--- config.mk ---
export PLATFORM = sky130hd
export DESIGN_NAME = inst_enc
export DESIGN_NICKNAME = d
export VERILOG_FILES = /design/src/rtl/inst_enc.sv
export SDC_FILE = /design/constraint.sdc
export NUM_CORES = 1
export LEC_CHECK = 0
export BUFFER_PORTS_ARGS = -buffer_cell sky130_fd_sc_hd__buf_2
export CAP_MARGIN = 20
export CORE_MARGIN = 3
export CORE_UTILIZATION = 35
export CTS_BUF_LIST = sky130_fd_sc_hd__clkbuf_2
export CTS_CLUSTER_DIAMETER = 200
export DETAILED_ROUTE_END_ITERATION = 6
export PLACE_DENSITY_LB_ADDON = 0.25
export SKIP_CTS_REPAIR_TIMING = 1
export SYNTH_ARGS = -nofsm -noshare
export SYNTH_HDL_FRONTEND = slang
export SYNTH_SLANG_ARGS = --single-unit
--- constraint.sdc ---
create_clock -name clk -period 2 [get_ports clk]
set_input_delay 0.1 -clock clk [delete_from_list [all_inputs] [get_ports clk]]
set_output_delay 0.1 -clock clk [all_outputs]
set_load 0.02 [all_outputs]
--- src/rtl/inst_enc.sv ---
// inst_enc: packs RISC-V instruction fields into 32-bit words and streams them to instruction memory.
// Optional feature: define INST_ENC_CSUM_EN to keep a running XOR checksum of written words.
module inst_enc (
    input  logic        clk,
    input  logic        rst_n,
    input  logic        start,
    input  logic [31:0] base_addr,
    input  logic [15:0] count,
    input  logic        in_valid,
    output logic        in_ready,
    input  logic [2:0]  fmt,
    input  logic [6:0]  opcode,
    input  logic [4:0]  rd,
    input  logic [2:0]  funct3,
    input  logic [4:0]  rs1,
    input  logic [4:0]  rs2,
    input  logic [6:0]  funct7,
    input  logic [31:0] imm,
    output logic        mem_we,
    output logic [31:0] mem_addr,
    output logic [31:0] mem_wdata,
    output logic        busy,
    output logic        done,
    output logic        err,
    output logic [31:0] csum
);

    localparam logic [1:0] IDLE = 2'd0;
    localparam logic [1:0] LOAD = 2'd1;
    localparam logic [1:0] DONE = 2'd2;

    localparam logic [2:0] FMT_R = 3'd0;
    localparam logic [2:0] FMT_I = 3'd1;
    localparam logic [2:0] FMT_S = 3'd2;
    localparam logic [2:0] FMT_B = 3'd3;
    localparam logic [2:0] FMT_U = 3'd4;

    logic [1:0]  state;
    logic [15:0] remaining;
    logic [31:0] addr;
    logic [31:0] word;
    logic        legal;
    logic        xfer;
    logic        base_unused;

    // Low address bits are forced to zero, so they are never consumed.
    assign base_unused = ^base_addr[1:0];

    assign in_ready = (state == LOAD) && (remaining != 16'd0);
    assign xfer     = in_valid && in_ready;
    assign legal    = fmt <= 3'd5;
    assign busy     = state != IDLE;
    assign done     = state == DONE;

    // Assemble the instruction word for the presented format; J is the fall-through.
    always_comb begin
        word = (fmt == FMT_R) ? {funct7, rs2, rs1, funct3, rd, opcode} :
               (fmt == FMT_I) ? {imm[11:0], rs1, funct3, rd, opcode} :
               (fmt == FMT_S) ? {imm[11:5], rs2, rs1, funct3, imm[4:0], opcode} :
               (fmt == FMT_B) ? {imm[12], imm[10:5], rs2, rs1, funct3, imm[4:1], imm[11], opcode} :
               (fmt == FMT_U) ? {imm[31:12], rd, opcode} :
                                {imm[20], imm[10:1], imm[11], imm[19:12], rd, opcode};
    end

    // Session control: IDLE latches the job, LOAD counts legal transfers, DONE pulses once.
    always_ff @(posedge clk or negedge rst_n) begin
        if (!rst_n) begin
            state     <= IDLE;
            remaining <= '0;
            addr      <= '0;
            err       <= 1'b0;
        end else begin
            case (state)
                IDLE: begin
                    if (start) begin
                        addr      <= {base_addr[31:2], 2'b00};
                        remaining <= count;
                        err       <= 1'b0;
                        state     <= (count == 16'd0) ? DONE : LOAD;
                    end
                end
                LOAD: begin
                    if (xfer && legal) begin
                        addr      <= addr + 32'd4;
                        remaining <= remaining - 16'd1;
                    end
                    if (xfer && !legal)
                        err <= 1'b1;
                    if (remaining == 16'd0)
                        state <= DONE;
                end
                default: state <= IDLE;
            endcase
        end
    end

    // Registered write port: one write the cycle after each legal transfer, data held otherwise.
    always_ff @(posedge clk or negedge rst_n) begin
        if (!rst_n) begin
            mem_we    <= 1'b0;
            mem_addr  <= '0;
            mem_wdata <= '0;
        end else begin
            mem_we <= xfer && legal;
            if (xfer && legal) begin
                mem_addr  <= addr;
                mem_wdata <= word;
            end
        end
    end

`ifdef INST_ENC_CSUM_EN
    logic [31:0] csum_q;

    // Checksum moves together with mem_wdata so it already includes the word being written.
    always_ff @(posedge clk or negedge rst_n) begin
        if (!rst_n)
            csum_q <= '0;
        else if (state == IDLE && start)
            csum_q <= '0;
        else if (xfer && legal)
            csum_q <= csum_q ^ word;
    end

    assign csum = csum_q;
`else
    assign csum = '0;
`endif

endmodule

==> Word level (Yosys, flattened, before mapping) <==
Cells that the tools add are included.
{ "totals": {"ff_bits": 116, "latch_bits": 0, "ram_bits": 0, "romBits": 0, "in_bits": 119, "word_cells": 53, "memories": 0} }
{ "op_classes": {"addsub": 2, "mul": 0, "div_mod_pow": 0, "order_cmp": 1, "eq_ne": 10, "n_shift": 0, "n_mux": 18, "n_bitwise": 0, "n_reduce_logical": 15} }
{ "ops": {"columns": ["cell", "n"], "rows": [
  ["$mux 32", 7],
  ["$pmux 32 s2", 1],
  ["$add 32x3->32 const B", 1],
  ["$logic_not 16->1", 2],
  ["$mux 16", 2],
  ["$pmux 16 s2", 1],
  ["$reduce_bool 16->1", 1],
  ["$sub 16x1->16 const B", 1],
  ["$eq 3x2->1 const B", 2],
  ["$mux 2", 3],
  ["$ne 2x1->1 const B", 3],
  ["$reduce_and 3->1", 2],
  ["$logic_and 1x1->1", 4],
  ["$pmux 2 s2", 1],
  ["$reduce_bool 2->1", 2],
  ["$eq 3x1->1 const B", 1],
  ["$eq 3x3->1 const B", 1],
  ["$le 3x3->1 const B", 1],
  ["$logic_not 3->1", 1],
  ["$eq 2x1->1 const B", 1],
  ["$eq 2x2->1 const B", 1],
  ["$logic_not 2->1", 1],
  ["$mux 1", 2],
  ["$ne 2x2->1 const B", 1],
  ["other kinds (3)", 3]
]} }

==> Depth between registers and ports, before layout <==
Gate-level depths: netlist of run 1.
{ "logic_depth": {"depth_word": 6, "mapped_depth": 10} }

==> Worst setup path after synthesis of run 1 <==
Ideal clock, no wire load.
{ "synth_timing": {"path_type": "register -> register", "start": "register remaining[0]", "end": "register mem_addr[22]", "setup_time_ps": 117, "arrival_time_ps": 1795, "t_required_ps": 1883, "slack_ps": 89, "path_stages_with_launch": 11, "period_less_slack_ps": 1911, "cell_sequence": "dfrtp_1 inv_1 ha_1 nor3b_2 and4_4 or2_1 buf_4 inv_2 buf_4 nand2_1 nand2_1"} }
{ "synth_between": {"elab_chain_len": 4} }
{ "synth_lines": {"columns": ["item", "line", "text"], "rows": [
  ["start: declaration", "39", "logic [15:0] remaining;"],
  ["start signal: assignment", "77", "remaining <= count;"],
  ["start signal: assignment", "85", "remaining <= remaining - 16'd1;"],
  ["$reduce_bool 16->1", "49", "assign in_ready = (state == LOAD) && (remaining != 16'd0);"],
  ["$logic_and 1x1->1", "49", null],
  ["$logic_and 1x1->1", "50", "assign xfer = in_valid && in_ready;"],
  ["$logic_and 1x1->1", "105", "if (xfer && legal) begin"],
  ["end signal: assignment", "106", "mem_addr <= addr;"],
  ["end: declaration", "20", "output logic [31:0] mem_addr,"]
]} }
Every way passes these cells.
A chain may end at the register's enable or synchronous reset.

==> Final worst setup path of run 1 <==
{ "layout_timing": {"start": "register remaining[1]", "end": "output in_ready"} }
{ "layout_between": {"elab_chain_len": 2} }
{ "layout_lines": {"columns": ["item", "line", "text"], "rows": [
  ["$reduce_bool 16->1", "49", null],
  ["$logic_and 1x1->1", "49", null],
  ["end: declaration", "10", "output logic in_ready,"]
]} }
Every way passes these cells.

==> results of run 1 <==
==> through the flow <==
stage                     setup WS, ns  power, mW
after floorplan                 0.0886       8.01
final                          -0.0508       11.6
after detailed placement       -0.0167       10.0
after global routing            -0.197       12.6
after CTS                       -0.310       11.3
after global placement          0.0683       9.92
==> registers in the layout, summed over array words and instances, names as in the netlist <==
name       flops
addr          30
err            1
mem_addr      30
mem_wdata     32
mem_we         1
remaining     16
state          2
==> power groups by stage <==
stage | Sequential (mW) | Combinational, mW | Clock, mW
floorplan | 4.92 | 3.09 | 0
global placement | 4.23 | 5.69 | 0
detailed placement | 4.25 | 5.75 | 0
CTS | 4.19 | 5.78 | 1.36
global route | 4.40 | 6.78 | 1.45
finish | 4.22 | 6.10 | 1.30
==> cell type report <==
| class | instances | area [um^2] | share of cell area [%] |
|---|---|---|---|
| clock buffers | 9 | 45.0 | 0.516 |
| clock inverters | 6 | 106 | 1.22 |
| inverters | 8 | 30.0 | 0.344 |
| multi-input cells | 555 | 2970 | 34.1 |
| flip-flops and latches | 112 | 2800 | 32.1 |
| well taps | 220 | 275 | 3.15 |
| repair buffers | 340 | 2490 | 28.6 |
==> how the worst min path moves through the flow <==
stage	from	end	cells after the start
3_3_place_gp	rst_n	mem_wdata[16]	1
5_1_grt	rs2[0]	mem_wdata[20]	5
6_report	rs2[0]	mem_wdata[20]	5
3_5_place_dp	rst_n	mem_wdata[16]	1
2_1_floorplan	rst_n	addr[10]	0
4_1_cts	rst_n	addr[24]	1
==> routing by layer <==
metal  vias up  track usage (%)  part of all wire [%]
met2       208             29.0                    47
met3        28             3.69                   5.5
li1       3083                -                     -
met4         0             6.14                   2.3
met5         -                0                     0
met1      2906             25.5                    46
==> cell usage in the layout, fill, tap and decap left out, drive strengths merged, types with 2 or more instances in the layout <==
| master | n |
|---|---|
| a211oi | 3 |
| a21o | 2 |
| a21oi | 68 |
| a22o | 8 |
| a22oi | 3 |
| a2bb2oi | 4 |
| a311oi | 2 |
| a31oi | 6 |
| a41oi | 3 |
| and3 | 5 |
| and4 | 3 |
| buf | 223 |
| bufinv | 3 |
| clkbuf | 9 |
| clkinv | 2 |
| conb | 34 |
| dfrtp | 112 |
| dlygate4sd3 | 117 |
| ha | 2 |
| inv | 9 |
| mux2i | 22 |
| nand2 | 180 |
| nand3 | 22 |
| nand4 | 8 |
| nor2 | 36 |
| nor2b | 4 |
| nor3 | 9 |
| nor3b | 3 |
| nor4 | 13 |
| o21a | 2 |
| o21ai | 77 |
| o22a | 7 |
| o22ai | 11 |
| o2bb2a | 2 |
| o32ai | 3 |
| or4 | 2 |
==> synth_stat cells (4+ instances only) <==
master	instances
sky130_fd_sc_hd__nand3_1	21
sky130_fd_sc_hd__nor4_1	10
sky130_fd_sc_hd__inv_1	7
sky130_fd_sc_hd__o22a_1	7
sky130_fd_sc_hd__a31oi_1	6
sky130_fd_sc_hd__a21oi_1	68
sky130_fd_sc_hd__and3_1	5
sky130_fd_sc_hd__a22o_1	8
sky130_fd_sc_hd__buf_4	40
sky130_fd_sc_hd__nor3_1	7
sky130_fd_sc_hd__buf_2	12
sky130_fd_sc_hd__buf_1	5
sky130_fd_sc_hd__nor2b_1	4
sky130_fd_sc_hd__nand4_1	8
sky130_fd_sc_hd__buf_6	4
sky130_fd_sc_hd__clkbuf_1	14
sky130_fd_sc_hd__nand2_1	180
sky130_fd_sc_hd__a2bb2oi_1	4
sky130_fd_sc_hd__mux2i_1	22
sky130_fd_sc_hd__o21ai_0	74
sky130_fd_sc_hd__dfrtp_1	112
sky130_fd_sc_hd__o22ai_1	11
sky130_fd_sc_hd__nor2_1	36
==> cell families (layout without fill, tap and decap cells) <==
kind of cell	Yosys count	count (layout)
other cells	1	34
buf+inv	84	363
flops	112	112
mux	22	22
simple gates	289	289
compound gates	208	208
fa+ha+maj	2	2
==> critical path, cell delays in order, from the launching register on <==
cell and delay, ns:
sky130_fd_sc_hd__dfrtp_1 0.46, sky130_fd_sc_hd__inv_2 0.09, sky130_fd_sc_hd__ha_4 0.14, sky130_fd_sc_hd__nor3b_4 0.18, sky130_fd_sc_hd__and4_4 0.29, sky130_fd_sc_hd__nor2_4 0.06, sky130_fd_sc_hd__buf_6 0.14
==> flow_metrics.env, run 1 <==
export IMPL_syn2layout_area_growth_pct=43.0
export IMPL_regToRegStartpoint="remaining[1]"
export IMPL_io_pins=220
export IMPL_setup_worst_path_end_class="output port"
export IMPL_route_detailed_vias_per_inst=4.98
export IMPL_grt_max_degree=53
export IMPL_tritoncts_buffer_count=9
export IMPL_synth_top_cells_by_area="sky130_fd_sc_hd__dfrtp_1 46%, sky130_fd_sc_hd__nand2_1 11%, sky130_fd_sc_hd__o21ai_0 6.1%, sky130_fd_sc_hd__a21oi_1 5.6%, sky130_fd_sc_hd__buf_4 4.9%"
export IMPL_synth_main_ff_cell="sky130_fd_sc_hd__dfrtp_1"
export IMPL_post_drt_wl_per_cell_um=15.6
export IMPL_core_rowCount=47
export IMPL_core_region_area_um2=16800
export IMPL_critPathKind="reg -> out"
export IMPL_worst_path_max_fanout=4
export IMPL_place_area_um2=7300
export IMPL_dr_first_iter_drc_count=346
export IMPL_cts_root_buffer_cell="sky130_fd_sc_hd__clkbuf_2"
export IMPL_synth_yosys_seq_area_share_pct=45.9
export IMPL_grt_pass1_wl_um=29100
export IMPL_post_synth_instance_area_um2=6100
export IMPL_number_of_clock_sinks=112
export IMPL_synth_avg_cell_area_um2=8.50
export IMPL_fillers=1581
export IMPL_routed_via_count=6225
export IMPL_final_cell_count_no_fill=1250
export IMPL_layout_cell_area_non_filler_um2=8730
export IMPL_ir_worst_vdd_mv=0.544
export IMPL_final_net_count=1147
export IMPL_timing_final_ws_setup_ns=-0.0508
export IMPL_run_status="complete, but fails checks"
export IMPL_final_layout_size_suffix_gt1_share_pct=25.4
export IMPL_synth_compound_area_share_pct=20.4
export IMPL_die_h_um=138
export IMPL_synthDominantCellAreaShare_pct=45.9
export IMPL_finalHoldWorstSlack_ns=-0.0135
export IMPL_grt_overflow_total=0
export IMPL_num_antenna_cells=0
export IMPL_number_of_antenna_violations_at_the_first_check_in_global_routing=0
export IMPL_min_period_ns=2.05
export IMPL_initial_core_util_pct=36.3
export IMPL_synth_largest_area_cell="sky130_fd_sc_hd__dfrtp_1"
export IMPL_capture_point_of_the_critical_path="in_ready"
export IMPL_internal_power_mw=6.28
export IMPL_worst_setup_path_start_kind="flip-flop"
export IMPL_crit_start="remaining[1]"
export IMPL_global_placement_routability_congestion=0.896
export IMPL_power_frac_seq_pct=36.3
export IMPL_detail_route_drc_violations=0
export IMPL_clock_insertion_delay_worst_skew_ns=0.63
export IMPL_net_switching_power_mw=5.34
export IMPL_die_width_um=138
export IMPL_tns_ns=-0.0678
export IMPL_grt_total_usage_pct=18.4
export IMPL_yosys_warnings=0
export IMPL_yosys_mux_area_fraction_pct=3.61
export IMPL_die_outline_area_um2=19100
export IMPL_register_to_register_path_depth=7
export IMPL_placed_cells_incl_taps=1114
export IMPL_worst_hold_path_type="in -> reg"
export IMPL_utilization_pct=51.9
export IMPL_synth_top_family_by_area="simple AND/OR/NAND/NOR gates"
export IMPL_post_synth_inst_count=718
export IMPL_vias_in_the_first_global_route=5396
export IMPL_route_antenna_remaining_nets=0
export IMPL_capturing_point_of_the_worst_reg2reg_path="remaining[15]"
export IMPL_max_cap_violations=0
export IMPL_arrival_ns=1.95
export IMPL_power_per_cell_area_nw_per_um2=1330
export IMPL_fmax_ghz=0.488
export IMPL_place_port_buffers=183
export IMPL_comb_power_share_pct=52.5
export IMPL_detail_route_first_pass_iterations=5
export IMPL_post_synthesis_share_of_cell_area_spent_on_and_or_nand_and_nor_gates_pct=21.2
export IMPL_proportion_of_power_drawn_by_the_clock_network_pct=11.2
export IMPL_power_switching_share_pct=45.9
export IMPL_r2r_setup_slack_ns=0.10
export IMPL_number_of_synthesized_register_bits=112
export IMPL_post_synth_xor_area_fraction_pct=0
export IMPL_clock_tree_htree_level_count=3
export IMPL_synth_fa_ha_area_share_pct=0.410
export IMPL_p_leak_nw=4.20
export IMPL_critical_path_required_ns=1.90
export IMPL_finalHoldViolCount=1
export IMPL_clkTransAtPathRegs_ns=0.28
export IMPL_synthArstFlopShare_pct=100
export IMPL_wirelength_um=19500
export IMPL_worst_clock_skew_ns=0.0423
export IMPL_hpwlAfterDp_um=13400
export IMPL_count_of_flip_flops_with_a_built_in_enable_after_synthesis=0
export IMPL_count_of_different_cell_masters_after_synthesis=60
export IMPL_setup_repair_after_global_routing_missed_its_margin="true"
export IMPL_timing_final_setup_violations=2
export IMPL_timing_max_transition_violations_final=0
export IMPL_cts_tree="yes"
export IMPL_violations="negative hold slack, negative setup slack"
export IMPL_max_clock_buf_depth=2
export IMPL_final_period_utilization_pct=103
Power figures use the tool's default switching activity.
==> run 2, diff against run 1 <==
--- a/config.mk
+++ b/config.mk
@@ -9,10 +9,10 @@
 export CAP_MARGIN = 20
 export CORE_MARGIN = 3
 export CORE_UTILIZATION = 35
-export CTS_BUF_LIST = sky130_fd_sc_hd__clkbuf_2
+export CTS_BUF_LIST = sky130_fd_sc_hd__clkbuf_16
 export CTS_CLUSTER_DIAMETER = 200
 export DETAILED_ROUTE_END_ITERATION = 6
-export PLACE_DENSITY_LB_ADDON = 0.25
+export PLACE_DENSITY = 0.65
 export SKIP_CTS_REPAIR_TIMING = 1
 export SYNTH_ARGS = -nofsm -noshare
 export SYNTH_HDL_FRONTEND = slang
==> flow_metrics.env, run 2 (synthesized netlist as in run 1, its figures left out) <==
export IMPL_run_status="complete, but fails checks"
export IMPL_violations="negative hold slack"
export IMPL_timing_final_setup_violations=0
export IMPL_route_detailed_vias_per_inst=5.08
export IMPL_syn2layout_area_growth_pct=27.3
export IMPL_tritoncts_buffer_count=9
export IMPL_grt_max_degree=65
export IMPL_max_clock_buf_depth=2
export IMPL_largestRegisters="mem_wdata: 32 flops, addr: 30 flops, mem_addr: 30 flops"
export IMPL_number_of_antenna_violations_at_the_first_check_in_global_routing=0
export IMPL_detail_route_drc_violations=0
export IMPL_cts_root_buffer_cell="sky130_fd_sc_hd__clkbuf_16"
export IMPL_clock_tree_htree_level_count=3
export IMPL_register_to_register_path_depth=9
export IMPL_mostFrequentLayoutCell="sky130_fd_sc_hd__buf_2"
export IMPL_worst_slew_pin_transition_ns=0.568
export IMPL_p_leak_nw=3.80
export IMPL_worst_clock_skew_ns=0.00915
export IMPL_hpwlAfterDp_um=13100
export IMPL_arrival_ns=2.13
export IMPL_worst_setup_path_start_kind="flip-flop"
export IMPL_final_period_utilization_pct=94.1
export IMPL_number_of_clock_sinks=112
export IMPL_grt_total_usage_pct=18.1
export IMPL_worst_slew_margin_rel_pct=62.1
export IMPL_largest_reg_flops=32
export IMPL_die_outline_area_um2=19100
export IMPL_core_rowCount=47
export IMPL_final_seq_area_um2=2800
export IMPL_global_placement_routability_congestion=0.859
export IMPL_regToRegStartpoint="remaining[1]"
export IMPL_critical_path_required_ns=2.25
export IMPL_grt_pass1_wl_um=28400
export IMPL_power_per_cell_area_nw_per_um2=1530
export IMPL_top_register_by_number_of_flip_flops="mem_wdata"
export IMPL_min_period_ns=1.88
export IMPL_timing_critical_path_mode_cell="sky130_fd_sc_hd__nand2_1"
export IMPL_clock_insertion_delay_worst_skew_ns=0.35
export IMPL_vias_in_the_first_global_route=5323
export IMPL_worst_path_max_fanout=16
export IMPL_place_port_buffers=183
export IMPL_worst_hold_path_type="in -> reg"
export IMPL_setup_worst_path_end_class="flip-flop"
export IMPL_timing_final_ws_setup_ns=0.119
export IMPL_timing_max_transition_violations_final=0
export IMPL_crit_chain="inv_1, ha_2, nor3b_4, and4_4, or2_4, inv_6, clkbuf_16, nand2_1, nand2_1"
export IMPL_initial_core_util_pct=36.3
export IMPL_setup_repair_after_global_routing_missed_its_margin="false"
export IMPL_final_net_count=1035
export IMPL_capture_point_of_the_critical_path="mem_addr[27]"
export IMPL_route_antenna_remaining_nets=0
export IMPL_pre_cts_slack_ns=0.0619
export IMPL_ir_worst_vdd_mv=0.612
export IMPL_placed_cells_incl_taps=1111
export IMPL_final_layout_size_suffix_gt1_share_pct=27.7
export IMPL_num_antenna_cells=0
export IMPL_final_cell_count_no_fill=1139
export IMPL_routed_via_count=5791
export IMPL_layout_cell_area_non_filler_um2=7770
export IMPL_crit_start="remaining[1]"
export IMPL_post_layout_total_power_mw=11.9
export IMPL_detail_route_first_pass_iterations=5
export IMPL_fillers=1682
export IMPL_cp_slowest_stage_delay_ns=0.40
export IMPL_core_region_area_um2=16800
export IMPL_finalHoldViolCount=1
export IMPL_die_h_um=138
export IMPL_multiInputGateArea_um2=2950
export IMPL_max_cap_violations=0
export IMPL_io_pins=220
export IMPL_cts_tree="yes"
export IMPL_utilization_pct=46.2
export IMPL_critPathKind="reg -> reg"
export IMPL_tns_ns=0
export IMPL_capturing_point_of_the_worst_reg2reg_path="mem_addr[27]"
export IMPL_fmax_ghz=0.532
export IMPL_grt_overflow_total=0
export IMPL_wirelength_um=18500
export IMPL_finalHoldWorstSlack_ns=-0.00873
export IMPL_layout_cells_most_common_list="182 x sky130_fd_sc_hd__buf_2, 180 x sky130_fd_sc_hd__nand2_1, 112 x sky130_fd_sc_hd__dfrtp_1, 74 x sky130_fd_sc_hd__o21ai_0, 68 x sky130_fd_sc_hd__a21oi_1"
export IMPL_critical_path_slowest_cell="sky130_fd_sc_hd__dfrtp_1"
export IMPL_post_drt_wl_per_cell_um=16.3
export IMPL_r2r_setup_slack_ns=0.12
export IMPL_die_width_um=138
export IMPL_clkTransAtPathRegs_ns=0.08
export IMPL_place_area_um2=7320
export IMPL_dr_first_iter_drc_count=344
## run 2: changes by cell type in the layout (fill, tap and decap cells not counted), sizes merged
cell | previous run | this run
clkinvlp | 0 | 2
clkinv | 2 | 3
bufinv | 3 | 0
inv | 9 | 10
buf | 223 | 217
clkbuf | 9 | 12
dlygate4sd3 | 117 | 8
## run 2: power by group
part / switching [mW] / leakage (nW) / internal [mW]
clock network: 0.846 / 0.134 / 0.836
registers: 0.854 / 1.34 / 3.36
logic: 3.68 / 2.32 / 2.29
## run 2: how the worst min path moves through the flow
stage	cells past startpoint	to	slack, ns	from
6_report	3	err	-0.009	in_valid
5_1_grt	3	err	0.007	in_valid
4_1_cts	1	addr[14]	-0.24	rst_n
3_5_place_dp	1	addr[24]	0.14	rst_n
3_3_place_gp	1	addr[25]	0.13	rst_n
2_1_floorplan	0	addr[10]	-0.20	rst_n
## run 2: layer usage
layer / share of wire, % / GRT usage, % / up-vias / routed length [um]
li1: - / - / 2854 / -
met1: 44 / 24.4 / 2695 / 8220
met2: 47 / 29.0 / 223 / 8750
met3: 7.1 / 4.63 / 19 / 1310
met4: 1.5 / 5.15 / 0 / 269
met5: 0 / 0 / - / 0
## run 2: worst max-delay path: cells and delay by family (launching register included)
family / cells / cell delay [ns]
fa+ha+maj: 1 / 0.19
buf+inv: 3 / 0.35
flops: 1 / 0.40
simple gates: 5 / 0.82
## run 2: cell type report
class / instances / area share, %
Tap cell: 220 / 3.54
Clock inverter: 7 / 0.531
Multi-Input combinational cell: 555 / 38.0
Sequential cell: 112 / 36.1
Clock buffer: 9 / 2.90
Timing Repair Buffer: 228 / 18.6
Inverter: 8 / 0.451
